==> src/rtl/wrr_arbiter.sv <==
// Weighted round-robin arbiter: one-hot registered grant, per-port runtime
// weights loaded as burst credit, and a selectable grant-hold mode.
module wrr_arbiter #(
  parameter int    PORTS        = 4,
  parameter int    WEIGHT_W     = 4,
  parameter string BLOCK        = "REQUEST",
  parameter string LSB_PRIORITY = "LOW"
) (
  input  logic                      clk,
  input  logic                      rst,
  input  logic [PORTS-1:0]          request,
  input  logic [PORTS-1:0]          acknowledge,
  input  logic [PORTS*WEIGHT_W-1:0] weight,
  output logic [PORTS-1:0]          grant,
  output logic                      grant_valid,
  output logic [$clog2(PORTS)-1:0]  grant_encoded
);

  localparam int IDX_W = $clog2(PORTS);

  typedef enum logic [1:0] {HOLD_NONE, HOLD_REQUEST, HOLD_ACK} hold_e;
  localparam hold_e HOLD = (BLOCK == "NONE")        ? HOLD_NONE :
                           (BLOCK == "ACKNOWLEDGE") ? HOLD_ACK  : HOLD_REQUEST;
  localparam bit DIR_LOW = (LSB_PRIORITY != "HIGH");

  // The first search after reset must begin at port 0 (LOW) or PORTS-1 (HIGH),
  // so the pointer rests one step "behind" that port.
  localparam logic [IDX_W-1:0] PTR_RST = DIR_LOW ? IDX_W'(PORTS - 1) : '0;

  typedef enum logic {IDLE, GRANTED} state_e;

  state_e               state_q, state_d;
  logic [PORTS-1:0]     grant_q, grant_d;
  logic [IDX_W-1:0]     ptr_q, ptr_d;
  logic [WEIGHT_W-1:0]  cnt_q, cnt_d;

  logic                 rearb;
  logic                 win_found;
  logic [IDX_W-1:0]     win_idx;
  logic [WEIGHT_W-1:0]  win_weight;

  // Round-robin search starting just after `start`, with `start` itself last.
  function automatic logic [IDX_W:0] rr_search(input logic [IDX_W-1:0] start,
                                               input logic [PORTS-1:0] req);
    logic             found;
    logic [IDX_W-1:0] idx;
    int               pos;
    found = 1'b0;
    idx   = '0;
    for (int k = 1; k <= PORTS; k++) begin
      if (DIR_LOW) pos = (int'(start) + k) % PORTS;
      else         pos = (int'(start) - k + PORTS) % PORTS;
      if (!found && req[pos]) begin
        found = 1'b1;
        idx   = IDX_W'(pos);
      end
    end
    return {found, idx};
  endfunction

  // Next-state: decide whether the current owner releases, then re-arbitrate
  // on the same edge so consecutive grants have no dead cycle.
  always_comb begin
    // NOTE: every combinational output gets a default first so no path
    // through the branches below leaves it unassigned (which would infer a latch).
    state_d = state_q;
    grant_d = grant_q;
    ptr_d   = ptr_q;
    cnt_d   = cnt_q;
    rearb   = 1'b0;

    {win_found, win_idx} = rr_search(ptr_q, request);
    win_weight = weight[int'(win_idx)*WEIGHT_W +: WEIGHT_W];

    case (state_q)
      IDLE: rearb = 1'b1;
      GRANTED: begin
        // While granted, ptr_q is the owner's index.
        if (HOLD == HOLD_NONE) begin
          rearb = 1'b1;
        end else if (HOLD == HOLD_REQUEST) begin
          if (!request[ptr_q] || cnt_q == WEIGHT_W'(1)) rearb = 1'b1;
          else                                          cnt_d = cnt_q - WEIGHT_W'(1);
        end else if (acknowledge[ptr_q]) begin
          if (!request[ptr_q] || cnt_q == WEIGHT_W'(1)) rearb = 1'b1;
          else                                          cnt_d = cnt_q - WEIGHT_W'(1);
        end
      end
      default: rearb = 1'b1;
    endcase

    if (rearb) begin
      if (win_found) begin
        state_d = GRANTED;
        grant_d = PORTS'(1) << win_idx;
        ptr_d   = win_idx;
        // A zero weight still buys one grant cycle.
        cnt_d   = (win_weight == '0) ? WEIGHT_W'(1) : win_weight;
      end else begin
        state_d = IDLE;
        grant_d = '0;
        cnt_d   = '0;
      end
    end
  end

  // State register with synchronous reset.
  always_ff @(posedge clk) begin
    // NOTE: sequential state uses non-blocking assignments so every flop
    // samples pre-edge values regardless of statement order.
    if (rst) begin
      state_q <= IDLE;
      grant_q <= '0;
      ptr_q   <= PTR_RST;
      cnt_q   <= '0;
    end else begin
      state_q <= state_d;
      grant_q <= grant_d;
      ptr_q   <= ptr_d;
      cnt_q   <= cnt_d;
    end
  end

  assign grant         = grant_q;
  assign grant_valid   = (state_q == GRANTED);
  assign grant_encoded = (state_q == GRANTED) ? ptr_q : '0;

endmodule

==> config.mk <==
export PLATFORM = sky130hd
export DESIGN_NAME = wrr_arbiter
export DESIGN_NICKNAME = d
export VERILOG_FILES = /design/src/rtl/wrr_arbiter.sv
export SDC_FILE = /design/constraint.sdc
export NUM_CORES = 1
export LEC_CHECK = 0
export BUFFER_PORTS_ARGS = -buffer_cell sky130_fd_sc_hd__buf_2
export CAP_MARGIN = 25
export CORE_MARGIN = 2
export CORE_UTILIZATION = 46
export DETAILED_ROUTE_END_ITERATION = 10
export PLACE_DENSITY_LB_ADDON = 0.15
export SLEW_MARGIN = 20
export SYNTH_ARGS = -nofsm -noshare
export SYNTH_HDL_FRONTEND = slang
export SYNTH_SLANG_ARGS = --single-unit
==> constraint.sdc <==
create_clock -name clk -period 2.6 [get_ports clk]
set_clock_uncertainty 0.1 [all_clocks]
set_input_delay 0.52 -clock clk [delete_from_list [all_inputs] [get_ports clk]]
set_output_delay 0.52 -clock clk [all_outputs]
set_load 0.02 [all_outputs]
==> summary.md <==
The logs give 0 for the initial antenna violation count and 952 um2 for the final design instance area without fill. The area after detailed placement is 925 um2. Horizontal extent of the die: 45.3 um. After synthesis, the netlist uses 36 different library cells. The overall die height is 45.3 um, and the count of hold buffers inserted by post-cts repair is 0. The internal power of the cells totals 390 uW. After detailed routing, the number of remaining DRC violations is 0. In this run the worst setup path terminates at cnt_q[2]. Data arrives at the worst endpoint at 2350 ps. Setup repair after global routing left no endpoint under its margin. For the synthesized netlist net count, the log shows 123. The tools report the reg-to-reg critical path endpoint as cnt_q[2]. Data on the critical path is required at its endpoint by 2710 ps. The tools report the DRC violation total after the first TritonRoute iteration as 13.

In this run the tightest slew margin relative to its limit is 65.5%. The routed layout has 827 vias. The core region is 1560 um2. The number of max-capacitance violations reported came out at 0.

Counting along the longest clock path gives a buffer depth of 2. CTS buffer count: 3. Leaving out fill and tap cells, the most frequent cell in the layout is sky130_fd_sc_hd__buf_2.

The logs give 2050 um2 for the area of the die and 0 for the global-route congestion overflow total. Setup violations remaining at the end of the flow were counted as 0. The logs give 0 for the number of failing hold endpoints at the final stage and 3080 um for the wire length of the first global-routing pass.

Combinational cells account for 45.6% of the total power. The first TritonRoute pass finished after 4 iterations. The launching instance or port of the critical path was ptr_q[1]. The area share of the largest cell type after synthesis is 28.1%.

In the layout the commonest cells are 28 x sky130_fd_sc_hd__buf_2, 11 x sky130_fd_sc_hd__dfxtp_1, 10 x sky130_fd_sc_hd__nor2_1. Global routing consumed, over all layers together, 20.6% of the routing resources. Along the worst path, the maximum fanout reaches 10. After clock tree synthesis, the repair step resized 0 gates. The number of nets in the finished design came out at 154.

The number of standard cells after synthesis was 95; the combined area of the multi-input logic cells was 503 um2. The max-slew violation count is 0, and the cell row count is 14. Share of total power consumed by net switching: 38.4%. The worst register-to-register path begins at ptr_q[1]. Top-level I/O count: 33.

The sequential cell area came out at 220 um2. By area the synthesized netlist is led by sky130_fd_sc_hd__dfxtp_1 28%, sky130_fd_sc_hd__o31a_1 6.7%, sky130_fd_sc_hd__a211oi_1 5.8%. TritonCTS built the clock tree. For flop-to-flop paths, the worst setup slack is 360 ps. The number of flip-flops and latches in the synthesized netlist is 11. The logs give 0 ps for the sum of negative setup slack and 0 for the count of inserted antenna diode cells. The total power density per cell area came out at 664 nW/um2. Sort of element at the start of the critical path: a flop.

The run finished with clean final reports. The average instance in the mapped netlist occupies 8.24 um2. The post-route fraction of the period consumed by the critical path came out at 86.2%.

The tools report the number of global-route vias before repair as 754. The category of the most critical setup path is flop to flop. At the pin with the least slew margin, the transition time is 513 ps. The count of buffers added on input and output ports is 28.

The routed design has 1810 um of wire. The weighted congestion at the end of routability-driven global placement was 0.776; the level count of the clock H-tree was 1. The initial core utilization is 50.2%, and the total leakage power is 0.000416 uW.

In the final routed layout, each cell accounts on average for 12.8 um. The number of warnings reported in the yosys synthesis log is 0. Summed over all instances, the cell type with the most area after synthesis is sky130_fd_sc_hd__dfxtp_1. Once detail routing completed, the nets flagged for antenna violations numbered 0. The buffer type at the clock tree root was sky130_fd_sc_hd__clkbuf_4.

Cells with a size suffix above 1 make up 31.2% of the layout. The area growth from synthesis to final layout is 21.6%, and the largest net degree at the start of global routing is 13. Class of the tightest hold or removal check: flop to flop.

The final HPWL from detailed placement is 1450 um, and the clock share of power is 18.1%. VDD sags by at most 0.458 mV. Sequential cells burn 36.2% of the power.

The clock reaches the later pin of the worst-skew pair after 270 ps. The maximum clock frequency was 446 MHz; the number of fill cells in the layout was 155. The endpoint kind of the worst setup timing path was a flop. The run gives 61.1% as the utilization after layout. The clock-pin slew reported for the worst setup and hold paths after clock tree synthesis was 70 ps. The clock period could shrink to 2240 ps.

The sequential-to-total area share from yosys stat is 28.1%, and the post-CTS setup-driven buffer insertion count is 0. The run gives 243 uW as the switching power total. The worst reg-to-reg path cell count came out at 5. After detailed routing, the number of vias per cell comes to 5.87.

The area of the mapped netlist is 783 um2, and the number of clock sinks is 11.
[power by group through the flow]
stage,clock [uW],combinational [uW],sequential [uW]
6_report,115,289,229
5_1_grt,128,323,234
4_1_cts,121,290,230
3_5_place_dp,0,288,234
3_3_place_gp,0,283,232
2_1_floorplan,0,222,235
[logic make-up after synthesis]
group                    count (synthesis)  synth area share [%]
AO/OA/AOI/OAI                           37                  35.1
XOR/XNOR                                 2                  2.24
adder cells (fa/ha/maj)                  2                  3.19
buffers and inverters                   10                  7.67
flip-flops                              11                  28.1
multiplexers                             1                  2.88
AND/OR/NAND/NOR                         32                  20.8
[registers in the layout (all words and copies together), names as in the netlist]
name         cells
cnt_q            4
grant            4
ptr_q            2
grant_valid      1
[stage by stage]
stage,setup slack [ps],total power (uW),std cells,hold slack (ps)
after floorplan,370,457,95,397
after global placement,247,515,137,339
after detailed placement,237,521,137,344
after CTS,345,640,141,354
after global routing,256,686,141,383
final,359,633,141,349
[layout make-up]
class | instances | share of cell area [%]
tap | 16 | 2.10
timing repair buffer | 31 | 17.1
clock buffer | 3 | 2.37
clock inverter | 1 | 0.526
multi-input combinational | 74 | 52.8
inverter | 5 | 1.97
sequential | 11 | 23.1
[layer usage]
layer / vias up / GRT usage (%) / share of wire [%]
met2: 21 / 36.0 / 50
met1: 384 / 24.4 / 45
met4: 0 / 3.53 / 0
met5: - / 0 / 0
li1: 422 / - / -
met3: 0 / 7.60 / 5.5
[how the worst min path moves through the flow]
| stage | start | to | slack (ps) | cells past startpoint |
|---|---|---|---|---|
| 2_1_floorplan | ptr_q[0] | ptr_q[0] | 400 | 1 |
| 3_3_place_gp | grant[2] | grant[2] | 340 | 2 |
| 3_5_place_dp | grant[2] | grant[2] | 340 | 2 |
| 4_1_cts | grant[2] | grant[2] | 350 | 2 |
| 5_1_grt | grant[2] | grant[2] | 380 | 2 |
| 6_report | grant[2] | grant[2] | 350 | 2 |
[synthesized netlist by cell type, drive strengths merged]
library cell	n
a21o	1
nand4	1
or3b	1
nand2	4
nor3	3
o22ai	1
o21a	2
a22oi	2
o311a	1
and2	2
nor4	2
nand2b	2
clkbuf	2
a21oi	5
nor2b	2
a31oi	1
ha	2
inv	5
a211oi	6
a32oi	1
o32a	1
a211o	2
o221a	1
or2	1
xor2	2
o221ai	1
o211ai	1
dfxtp	11
nand3	1
or3	3
buf	3
o21ai	5
nor2	10
mux4	1
o31a	6
[critical path: stages (launching register included)]
cell and delay, ps:
sky130_fd_sc_hd__dfxtp_1 500, sky130_fd_sc_hd__mux4_2 560, sky130_fd_sc_hd__o311a_1 150, sky130_fd_sc_hd__or2_1 340
sky130_fd_sc_hd__or3_1 420, sky130_fd_sc_hd__a21oi_2 130
Power figures use the tool's default switching activity.
